--- src/rtl/ram_port_arbiter_pkg.sv ---
// rtl/ram_port_arbiter_pkg.sv - shared types and constants for the RAM port arbiter
package ram_port_arbiter_pkg;

    typedef enum logic [1:0] {
        ARB_IDLE    = 2'd0,
        ARB_RESP_IF = 2'd1,
        ARB_RESP_LD = 2'd2,
        ARB_RESP_ST = 2'd3
    } arb_state_t;

    localparam int STARVE_CNT_W = 4;
    localparam int INST_W       = 32;

endpackage

--- src/rtl/arb_starve_cnt.sv ---
// rtl/arb_starve_cnt.sv - saturating count of consecutive denied fetch cycles
module arb_starve_cnt
    import ram_port_arbiter_pkg::*;
#(
    parameter int MAX = 4
) (
    input  logic clock,
    input  logic reset_n,
    input  logic inc,
    input  logic clr,
    output logic sat
);

    localparam logic [STARVE_CNT_W-1:0] MAX_L = STARVE_CNT_W'(MAX);

    logic [STARVE_CNT_W-1:0] cnt;

    always_ff @(posedge clock or negedge reset_n) begin
        if (!reset_n) begin
            cnt <= '0;
        end else if (clr) begin
            cnt <= '0;
        end else if (inc && (cnt != MAX_L)) begin
            cnt <= cnt + 1'b1;
        end
    end

    assign sat = (cnt == MAX_L);

endmodule

--- src/rtl/ram_port_arbiter.sv ---
// rtl/ram_port_arbiter.sv - data-over-fetch arbiter for the single RAMHelper port
module ram_port_arbiter
    import ram_port_arbiter_pkg::*;
#(
    parameter int ADDR_W     = 64,
    parameter int DATA_W     = 64,
    parameter int STARVE_MAX = 4
) (
    input  logic              clock,
    input  logic              reset_n,

    input  logic              if_req_valid,
    output logic              if_req_ready,
    input  logic [ADDR_W-1:0] if_req_addr,
    input  logic              if_flush,
    output logic              if_resp_valid,
    output logic [INST_W-1:0] if_resp_inst,

    input  logic              d_req_valid,
    output logic              d_req_ready,
    input  logic              d_req_we,
    input  logic [ADDR_W-1:0] d_req_addr,
    input  logic [DATA_W-1:0] d_req_wdata,
    input  logic [DATA_W-1:0] d_req_wmask,
    output logic              d_resp_valid,
    output logic [DATA_W-1:0] d_resp_rdata,

    output logic              ram_ren,
    output logic [ADDR_W-1:0] ram_ridx,
    input  logic [DATA_W-1:0] ram_rdata,
    output logic              ram_wen,
    output logic [ADDR_W-1:0] ram_widx,
    output logic [DATA_W-1:0] ram_wdata,
    output logic [DATA_W-1:0] ram_wmask
);

    arb_state_t state, state_nxt;
    logic       sel_hi;
    logic       starve_sat;
    logic       if_grant;
    logic       d_grant;

    arb_starve_cnt #(
        .MAX (STARVE_MAX)
    ) u_starve (
        .clock   (clock),
        .reset_n (reset_n),
        .inc     (if_req_valid && !if_grant),
        .clr     (if_grant || !if_req_valid),
        .sat     (starve_sat)
    );

    // Grants are gated by reset so no handshake or RAM access leaks out while held in reset.
    always_comb begin
        if_grant = 1'b0;
        d_grant  = 1'b0;
        if (reset_n) begin
            if (d_req_valid && !(starve_sat && if_req_valid)) begin
                d_grant = 1'b1;
            end else if (if_req_valid) begin
                if_grant = 1'b1;
            end
        end
    end

    assign if_req_ready = if_grant;
    assign d_req_ready  = d_grant;

    always_comb begin
        ram_ren   = 1'b0;
        ram_ridx  = '0;
        ram_wen   = 1'b0;
        ram_widx  = '0;
        ram_wdata = '0;
        ram_wmask = '0;
        if (if_grant) begin
            ram_ren  = 1'b1;
            ram_ridx = if_req_addr;
        end else if (d_grant && !d_req_we) begin
            ram_ren  = 1'b1;
            ram_ridx = d_req_addr;
        end else if (d_grant) begin
            ram_wen   = 1'b1;
            ram_widx  = d_req_addr;
            ram_wdata = d_req_wdata;
            ram_wmask = d_req_wmask;
        end
    end

    always_ff @(posedge clock or negedge reset_n) begin
        if (!reset_n) begin
            state  <= ARB_IDLE;
            sel_hi <= 1'b0;
        end else begin
            state <= state_nxt;
            if (if_grant) begin
                sel_hi <= if_req_addr[2];
            end
        end
    end

    always_comb begin
        state_nxt = ARB_IDLE;
        if (if_grant) begin
            state_nxt = ARB_RESP_IF;
        end else if (d_grant) begin
            state_nxt = d_req_we ? ARB_RESP_ST : ARB_RESP_LD;
        end
    end

    // RAMHelper read data arrives one cycle after ren, so responses decode straight from state.
    always_comb begin
        if_resp_valid = 1'b0;
        if_resp_inst  = '0;
        d_resp_valid  = 1'b0;
        d_resp_rdata  = '0;
        case (state)
            ARB_RESP_IF: begin
                if_resp_valid = !if_flush;
                if_resp_inst  = sel_hi ? ram_rdata[2*INST_W-1:INST_W] : ram_rdata[INST_W-1:0];
            end
            ARB_RESP_LD: begin
                d_resp_valid = 1'b1;
                d_resp_rdata = ram_rdata;
            end
            ARB_RESP_ST: begin
                d_resp_valid = 1'b1;
            end
            default: begin
            end
        endcase
    end

endmodule

--- config.mk ---
export PLATFORM = sky130hd
export DESIGN_NAME = ram_port_arbiter
export DESIGN_NICKNAME = d
export VERILOG_FILES = /design/src/rtl/ram_port_arbiter_pkg.sv /design/src/rtl/arb_starve_cnt.sv /design/src/rtl/ram_port_arbiter.sv
export SDC_FILE = /design/constraint.sdc
export NUM_CORES = 1
export LEC_CHECK = 0
export CORE_AREA = 2 2 263 265
export CTS_BUF_LIST = sky130_fd_sc_hd__clkbuf_4
export DETAILED_ROUTE_END_ITERATION = 6
export DIE_AREA = 0 0 265 267
export GPL_TIMING_DRIVEN = 0
export PLACE_DENSITY = 0.3
export SLEW_MARGIN = 10
export SYNTH_ARGS = -nofsm -noshare
export SYNTH_HDL_FRONTEND = slang
export SYNTH_SLANG_ARGS = --single-unit
--- constraint.sdc ---
create_clock -name clock -period 5.25 [get_ports clock]
set_clock_uncertainty 0.2 [all_clocks]
set_input_delay 0.525 -clock clock [delete_from_list [all_inputs] [get_ports clock]]
set_output_delay 0.525 -clock clock [all_outputs]
set_load 0.02 [all_outputs]
; Word level (Yosys, flattened, before mapping)
; Index checks and enable logic that the tools add are counted.
[totals]
regBits = 7
input_bits = 326
out_inout_bits = 358
[op_classes]
add_sub_neg = 1
eq_ne = 5
mux = 31
reduce_logical = 13
[ops]
columns = operator, n
row1 = $mux 64, 12
row2 = $mux 32, 2
row3 = $mux 1, 13
row4 = $mux 4, 2
row5 = $logic_and 1x1->1, 5
row6 = $logic_not 1->1, 5
row7 = $add 4x1->4 const B, 1
row8 = $eq 2x2->1 const B, 2
row9 = $eq 4x3->1 const B, 1
row10 = $mux 2, 2
row11 = $ne 4x3->1 const B, 1
row12 = $eq 2x1->1 const B, 1
row13 = $reduce_bool 2->1, 1
row14 = $reduce_or 2->1, 1
row15 = $logic_or 1x1->1, 1

; Depth between registers and ports, before layout
; Gate-level depths: netlist of the first run.
[logic_depth]
word_depth = 11
mapped_depth = 8

; Cells and area by module
; A second synthesis of the first run with hierarchy kept.
[unflattened]
hier_cells = 480
area_unflattened_um2 = 3389.5
[modules_own_cells]
columns = module, n_inst, cells_per_inst, area_per_inst_um2
row1 = ram_port_arbiter, 1, 456, 3155.5
row2 = arb_starve_cnt, 1, 24, 234.0

; Least setup slack after synthesis of the first run
; No wires, ideal clock.
[synth_timing]
kind = reg-to-output
startpoint = register u_starve.cnt[0]
endpoint = output port ram_widx[54]
arrival_ps = 1784
setup_slack_ps = 2741
stages_incl_launch_ff = 8
path_buffers = 2
cell_sequence = dfrtp_1 > inv_1 > ha_1 > nand4b_2 > and4_1 > clkbuf_1 > clkbuf_1 > and2_1
[synth_between]
elab_chain_len = 9
[synth_lines]
columns = element, line_no
row1 = from (decl), arb_starve_cnt.sv:16  ; logic [STARVE_CNT_W-1:0] cnt;
row2 = from (signal assigned), arb_starve_cnt.sv:24  ; cnt <= cnt + 1'b1;
row3 = $eq 4x3->1 *, arb_starve_cnt.sv:28  ; assign sat = (cnt == MAX_L);
row4 = $logic_and 1x1->1 *, ram_port_arbiter.sv:58  ; if (d_req_valid && !(starve_sat && if_req_valid)) begin
row5 = $logic_not 1->1 *, ram_port_arbiter.sv:58
row6 = $logic_and 1x1->1 *, ram_port_arbiter.sv:58
row7 = $mux 1, ram_port_arbiter.sv:58
row8 = $mux 1, ram_port_arbiter.sv:57  ; if (reset_n) begin
row9 = $mux 64 / $logic_and 1x1->1 (equally long branches), "ram_port_arbiter.sv:82, ram_port_arbiter.sv:79"
row10 = $mux 64, ram_port_arbiter.sv:79  ; end else if (d_grant && !d_req_we) begin
row11 = $mux 64 *, ram_port_arbiter.sv:76  ; if (if_grant) begin
row12 = to (decl), ram_port_arbiter.sv:32  ; output logic [ADDR_W-1:0] ram_widx,
; Every way passes the cells marked *; elsewhere a longest branch is shown, timed or not.

; Worst setup path in the final report of the first run
[layout_timing]
startpoint = input port reset_n
endpoint = output port ram_ridx[34]
[layout_between]
elab_chain_len = 4
[layout_lines]
columns = element, line_no
row1 = from (decl), ram_port_arbiter.sv:10  ; input logic reset_n,
row2 = $mux 1, ram_port_arbiter.sv:57
row3 = $logic_and 1x1->1, ram_port_arbiter.sv:79
row4 = $mux 64, ram_port_arbiter.sv:79
row5 = $mux 64 *, ram_port_arbiter.sv:76
row6 = to (decl), ram_port_arbiter.sv:29  ; output logic [ADDR_W-1:0] ram_ridx,
; Marks and branches as above.

==> impl_metrics.csv, run 1 <==
group,metric,value,unit
grt,track_usage,9.990,%
route,avgRoutedWirePerCell,18.67,um
yosys,postSynthAreaPerCell,6.797,um2
setup_path,critPathLaunchType,"input pin",
setup_path,max_stage_delay,0.85,ns
sta,rsz0062_at_grt,"false",
setup_path,cp_slowest_cell,"clkdlybuf4s50_1",
route,wl_met2,19.84,mm
sta,setup_viol,0,
setup_path,crit_chain,"clkdlybuf4s50_1 -> inv_1 -> nor3b_1 -> buf_2 -> buf_1 -> a22o_1 -> clkdlybuf4s50_1",
worst_hold_path,hp-start,"u_starve.cnt[2]",
clock_network,h-tree-depth,1,
sta,hold_violations,0,
route,drtIter0Drc,121,
run_status,status,"finished, final reports clean",
cells_and_area,drive_above_1_share,2.666,%
setup_path,timing.critical_path.mode_cell,"clkdlybuf4s50_1",
grt,grt_overflow,0,
yosys,ys_seq_area_share,5.414,%
grt,grt_first_pass_wirelength,50.84,mm
pwr,powerDensity,85.35,nW/um2
clock_network,cts_tree,"yes",
placement,hpwl,34.32,mm
yosys,synthCells,476,
route,drt-total-wl,38.26,mm
setup_path,reg2reg_slack,2.89,ns
yosys,yosysWarnings,0,
setup_path,r2r_cells,6,
route,avgViaCountPerCell,2.981,
yosys,synth-seq-cells,7,
route,drc,0,
placement,place.gp.congestion,0.7718,
floorplanning,die_width,265,um
setup_path,cp.depth,7,
sta,period_minus_slack,4.318,ns
route,ant_nets,0,
clock_network,clockRootBuffer,"clkbuf_4",
clock_network,clock-sinks,7,
sta,holdWs,0.3758,ns
grt,antenna_found_initial,6,
floorplanning,rows,96,
cells_and_area,syn_to_final_growth,246.6,%
setup_path,endpoint_kind,"output port",
yosys,synthTopCellsByArea,"and2_1 (49%), a22o_1 (17%), mux2i_1 (9.9%)",
clock_network,path_clk_slew,0.07,ns
pwr,p_leak,4.073,nW
floorplanning,core,67990,um2
clock_network,hold_buffers,0,
floorplanning,initial_core_util,4.759,%
clock_network,insertion_delay,0.27,ns
clock_network,cts_max_path_buffers,2,
yosys,synth_edf_count,0,
setup_path,rr_endpoint,"sel_hi",
sta,timing.final.crit_share,82.25,%
grt,first_global_vias,6615,
clock_network,cts_buffers,3,
floorplanning,die-area,70760,um2
setup_path,criticalPathCategory,"in2out",
job,max-cap-violations,0,
setup_path,cp_num_buf_inv,5,
clock_network,post_cts_buffers,0,
setup_path,critPathTopFamily,"buffers and inverters",
floorplanning,fp.dieH,267,um
placement,portBuffers,683,
clock_network,cts_resized,0,
yosys,synth_nets,804,
route,top_layer,"met5",
sta,finalSetupTns,0,ns
setup_path,reg2reg_from,"u_starve.cnt[0]",
sta,final_max_slew_viol_count,0,
cells_and_area,nets,1492,
setup_path,path_max_fanout,13,
yosys,yosysTopAreaCell,"and2_1",
yosys,ys_types,28,
sta,slew_headroom,55.72,%
worst_hold_path,hold_class,"reg2reg",
route,wl_met1,15.02,mm
cells_and_area,nFillCells,7709,
grt,grt_max_degree,14,
setup_path,crit_required,4.53,ns
floorplanning,io_pins,684,
yosys,netlist_area,3236,um2
yosys,ys.flop_type,"dfrtp_1",
worst_hold_path,hold_end,"u_starve.cnt[2]",
route,wl_met3,3.184,mm
yosys,yosysTopAreaCellShare,49.50,%
pwr,vdd_drop_max,0.00003231,V
route,vias,6108,
sta,tightest_slew,0.6642,ns
yosys,synthArstFlopShare,100.0,%
sta,max_freq,0.2316,GHz
worst_hold_path,whs_path_depth,1,
route,dr.pass1.iters,4,
setup_path,crit_arrival,3.59,ns
-- layout by cell type, fill, tap and decap left out, types with 2 or more instances in the layout --
cell type / instances
nand2b_1: 4
mux2i_1: 32
a22o_1: 64
and3_1: 2
and2_1: 256
buf_2: 22
clkdlybuf4s50_1: 683
nor2_1: 33
dfrtp_1: 7
o32ai_1: 2
nand2_1: 4
nor3b_1: 2
clkbuf_1: 26
o21ai_0: 2
clkbuf_4: 3
inv_1: 3
diode_2: 4
buf_1: 3
ha_1: 2
-- cells by family (layout without fill, tap and decap cells) --
kind of cell | Yosys count | after routing | synth area share (%)
and+or+nand+nor | 307 | 307 | 56.92
buffers and inverters | 55 | 742 | 7.463
xor gates and xnor gates | 1 | 1 | 0.2707
muxes | 33 | 33 | 10.25
other | 0 | 4 | 0
AOI/OAI and AO/OA | 71 | 71 | 18.91
DFF | 7 | 7 | 5.414
adders and majority gates | 2 | 2 | 0.7733
-- cell usage after synthesis (2+ instances only) --
master	n
clkbuf_1	26
buf_1	3
nand2_1	4
buf_2	22
and2_1	256
o32ai_1	2
ha_1	2
mux2i_1	32
dfrtp_1	7
nand2b_1	4
nor2_1	33
nor3b_1	2
and3_1	2
inv_1	3
o21ai_0	2
a22o_1	64
-- worst register-to-register path, cell delays in order, from the launching register on --
cell and delay (ns):
dfrtp_1 0.42, inv_1 0.09, ha_1 0.20, nand4b_2 0.21, a21oi_2 0.34, buf_2 0.38
mux2_2 0.40
-- registers in the layout, indices dropped and copies added, names as in the netlist --
register / cells
state: 2
u_starve.cnt: 4
sel_hi: 1
-- layer usage --
metal / vias to the layer above / track usage, %
li1: 2962 / -
met1: 2794 / 11.37
met2: 340 / 18.44
met3: 10 / 3.469
met4: 2 / 1.023
met5: - / 0
-- report_power, final --
group          internal (mW)  total [mW]  switching [mW]
Sequential            0.0579      0.0611         0.00322
Combinational          0.471       0.841           0.370
Clock                 0.0281      0.0549          0.0268
Total                  0.557       0.957           0.400
-- worst max path at each step --
stage / endpoint / startpoint
detailed placement: ram_ridx[16] / reset_n
finish: ram_ridx[34] / reset_n
floorplan: ram_widx[54] / u_starve.cnt[0]
CTS: ram_ridx[16] / reset_n
global route: ram_ridx[16] / reset_n
global placement: ram_ridx[34] / reset_n
-- final cells by class --
type	instances	area [um2]	share of cell area (%)
flip-flops and latches	7	175.2	1.562
clock inverters	1	5.005	0.04463
clock buffers	3	22.52	0.2008
inverters	3	11.26	0.1004
plain buffers	52	230.2	2.053
diodes	4	10.01	0.08927
well taps	882	1104	9.842
multi-input cells	414	2819	25.14
repair buffers	683	6837	60.97
-- through the flow --
stage	total power, mW	util [%]	setup slack, ns	instances	cell area [um2]
detailed placement	0.9168	16.44	0.7588	2041	11180
finish	0.9570	16.49	0.9319	2049	11210
global placement	0.9231	16.44	0.7554	2041	11180
CTS	0.9800	16.48	0.7557	2045	11200
floorplan	0.3739	-	2.741	476	3236
global route	1.020	16.49	0.6435	2048	11210
Power figures use the tool's default switching activity.
==> run 2, diff against run 1 <==
--- a/config.mk
+++ b/config.mk
@@ -5,10 +5,10 @@
 export SDC_FILE = /design/constraint.sdc
 export NUM_CORES = 1
 export LEC_CHECK = 0
-export CORE_AREA = 2 2 263 265
+export CORE_AREA = 2 2 268 270
 export CTS_BUF_LIST = sky130_fd_sc_hd__clkbuf_4
 export DETAILED_ROUTE_END_ITERATION = 6
-export DIE_AREA = 0 0 265 267
+export DIE_AREA = 0 0 270 272
 export GPL_TIMING_DRIVEN = 0
 export PLACE_DENSITY = 0.3
 export SLEW_MARGIN = 10
==> constraint.sdc (replaced) <==
create_clock -name clock -period 3.8 [get_ports clock]
set_clock_uncertainty 0.2 [all_clocks]
set_input_delay 0.38 -clock clock [delete_from_list [all_inputs] [get_ports clock]]
set_output_delay 0.38 -clock clock [all_outputs]
set_load 0.02 [all_outputs]
==> run 2 against run 1 <==
Against the previous run: combinational power grew 40%; critical path type unchanged; critical path depth is the same; sequential power grew 39%; register-to-register slack lost 1.3 ns; clock-buffer cell count grew 1; flip-flop and latch count is the same; design area grew 1.0%; wire length grew 1.8%; largest power group unchanged; global-route usage shrank 0.074 points; clock power grew 60%.
==> impl_metrics.csv, run 2 (synthesis results as in run 1) <==
group,metric,value,unit
floorplanning,fp.dieH,272,um
cells_and_area,syn_to_final_growth,250.0,%
clock_network,clockRootBuffer,"clkbuf_4",
sta,holdWs,0.3814,ns
clock_network,insertion_delay,0.26,ns
cells_and_area,regMostFlops,"u_starve.cnt",
sta,timing.final.crit_share,97.21,%
grt,grt_max_degree,11,
placement,hpwl,34.53,mm
route,drc,0,
setup_path,crit_arrival,3.11,ns
route,ant_nets,0,
grt,track_usage,9.915,%
sta,slew_headroom,55.38,%
clock_network,h-tree-depth,1,
route,dr.pass1.iters,4,
floorplanning,io_pins,684,
sta,period_minus_slack,3.694,ns
placement,place.gp.congestion,0.8265,
route,drtIter0Drc,213,
setup_path,crit_chain,"clkdlybuf4s50_1 -> nand4b_2 -> and4_1 -> buf_4 -> buf_2 -> and2_1 -> clkdlybuf4s50_1",
cells_and_area,mostFrequentLayoutCell,"clkdlybuf4s50_1",
clock_network,cts_tree,"yes",
sta,setup_viol,0,
cells_and_area,drive_above_1_share,3.095,%
setup_path,critPathLaunchType,"input pin",
pwr,p_leak,4.092,nW
sta,finalSetupTns,0,ns
floorplanning,initial_core_util,4.573,%
cells_and_area,top_regs,"u_starve.cnt (4), state (2), sel_hi (1)",
worst_hold_path,hold_class,"reg2reg",
pwr,switchingPower,0.5700,mW
clock_network,post_cts_buffers,0,
floorplanning,rows,98,
clock_network,clock-sinks,7,
cells_and_area,largest_register_ffs,4,
sta,hold_violations,0,
route,vias,6128,
floorplanning,die_width,270,um
route,drt-total-wl,38.96,mm
grt,first_global_vias,6678,
sta,rsz0062_at_grt,"false",
grt,antenna_found_initial,6,
job,max-cap-violations,0,
sta,final_max_slew_viol_count,0,
setup_path,max_stage_delay,0.66,ns
placement,portBuffers,683,
cells_and_area,nets,1492,
grt,grt_overflow,0,
clock_network,cts_buffers,3,
sta,tightest_slew,0.6693,ns
setup_path,endpoint_kind,"output port",
sta,max_freq,0.2707,GHz
pwr,p_sw_share,42.18,%
setup_path,criticalPathCategory,"in2out",
setup_path,path_max_fanout,11,
pwr,powerDensity,119.3,nW/um2
setup_path,crit_required,3.22,ns
grt,grt_first_pass_wirelength,52.78,mm
pwr,clkPwrFrac,6.5,%
pwr,vdd_drop_max,0.00006015,V
run_status,status,"finished, final reports clean",
setup_path,timing.critical_path.mode_cell,"clkdlybuf4s50_1",
pwr,internal_power,0.7812,mW
route,avgRoutedWirePerCell,18.40,um
route,avgViaCountPerCell,2.895,
pwr,seq_power_share,6.3,%
floorplanning,die-area,73440,um2
cells_and_area,layout_common_cells,"clkdlybuf4s50_1 (682), and2_1 (256), a22o_1 (64), nor2_1 (33), mux2i_1 (32)",
clock_network,cts_max_path_buffers,2,
clock_network,path_clk_slew,0.07,ns
floorplanning,core,70750,um2
setup_path,cp_slowest_cell,"clkdlybuf4s50_1",
pwr,p_comb_share,87.2,%
[run 2: cell count changes in the layout (fill, tap and decap cells not counted), sizes merged]
cell / before / now
clkinv: 1 / 0
clkdlybuf4s15: 0 / 1
clkdlybuf4s50: 683 / 682
dlygate4sd3: 0 / 1
[run 2: timing repair]
item,4_1_cts,5_1_grt
gates resized for setup,8,4
hold buffers,1,0
hold endpoints to repair,7,0
setup endpoints to repair,249,2
pin swaps,0,0
[run 2: routing by layer]
layer	up-vias	part of all wire [%]	GRT usage (%)
met5	-	0.026	0
met4	2	1.1	1.433
met3	18	8.5	3.262
met2	363	50	17.63
met1	2790	41	11.77
li1	2955	-	-
[run 2: path summary, 6_finish.rpt]
| kind | from | to | slack [ns] | cells after the start |
|---|---|---|---|---|
| worst min register to register | u_starve.cnt[2] | u_starve.cnt[2] | 0.38 | 1 |
| worst max register to register | u_starve.cnt[0] | sel_hi | 1.61 | 6 |
| worst min-delay path | u_starve.cnt[2] | u_starve.cnt[2] | 0.38 | 1 |
| max in group asynchronous | reset_n | u_starve.cnt[0] | 2.38 | 2 |
| worst max-delay path | if_req_valid | ram_wdata[19] | 0.11 | 7 |
| min in group asynchronous | reset_n | sel_hi | 0.67 | 2 |
[run 2: through the flow]
stage	std cells	cell area (um2)	utilization [%]	setup slack, ns	total power [mW]
final	2117	11330	16.01	0.1061	1.351
after global routing	2114	11320	16.00	0.0008040	1.435
after CTS	2113	11310	15.99	0.07638	1.381
after detailed placement	2109	11260	15.92	-0.5395	1.274
after global placement	2109	11260	15.92	-0.5264	1.286
after floorplan	476	3236	-	1.436	0.5166
[run 2: cell type report]
cell class	count	area, um2
Tap cell	950	1189
Antenna cell	4	10.01
Buffer	51	236.5
Multi-Input combinational cell	414	2826
Clock buffer	4	30.03
Sequential cell	7	175.2
Inverter	3	11.26
Fill cell	8073	59420
Timing Repair Buffer	684	6848
[run 2: power by group through the flow]
stage	clock network, mW	registers [mW]	logic (mW)
2_1_floorplan	0	0.0842	0.432
3_3_place_gp	0	0.0872	1.20
3_5_place_dp	0	0.0868	1.19
4_1_cts	0.0979	0.0854	1.20
5_1_grt	0.0993	0.0861	1.25
6_report	0.0881	0.0850	1.18
[run 2: worst max-delay path: cells and delay by family]
family        cells  cell delay, ns
buf+inv           4            1.75
simple gates      3            0.97
==> run 3, diff against run 2 <==
--- a/config.mk
+++ b/config.mk
@@ -5,6 +5,7 @@
 export SDC_FILE = /design/constraint.sdc
 export NUM_CORES = 1
 export LEC_CHECK = 0
+export CAP_MARGIN = 15
 export CORE_AREA = 2 2 268 270
 export CTS_BUF_LIST = sky130_fd_sc_hd__clkbuf_4
 export DETAILED_ROUTE_END_ITERATION = 6
==> results of run 3 <==
Same layout as run 2: the final DEF is identical, and so are final timing and power.
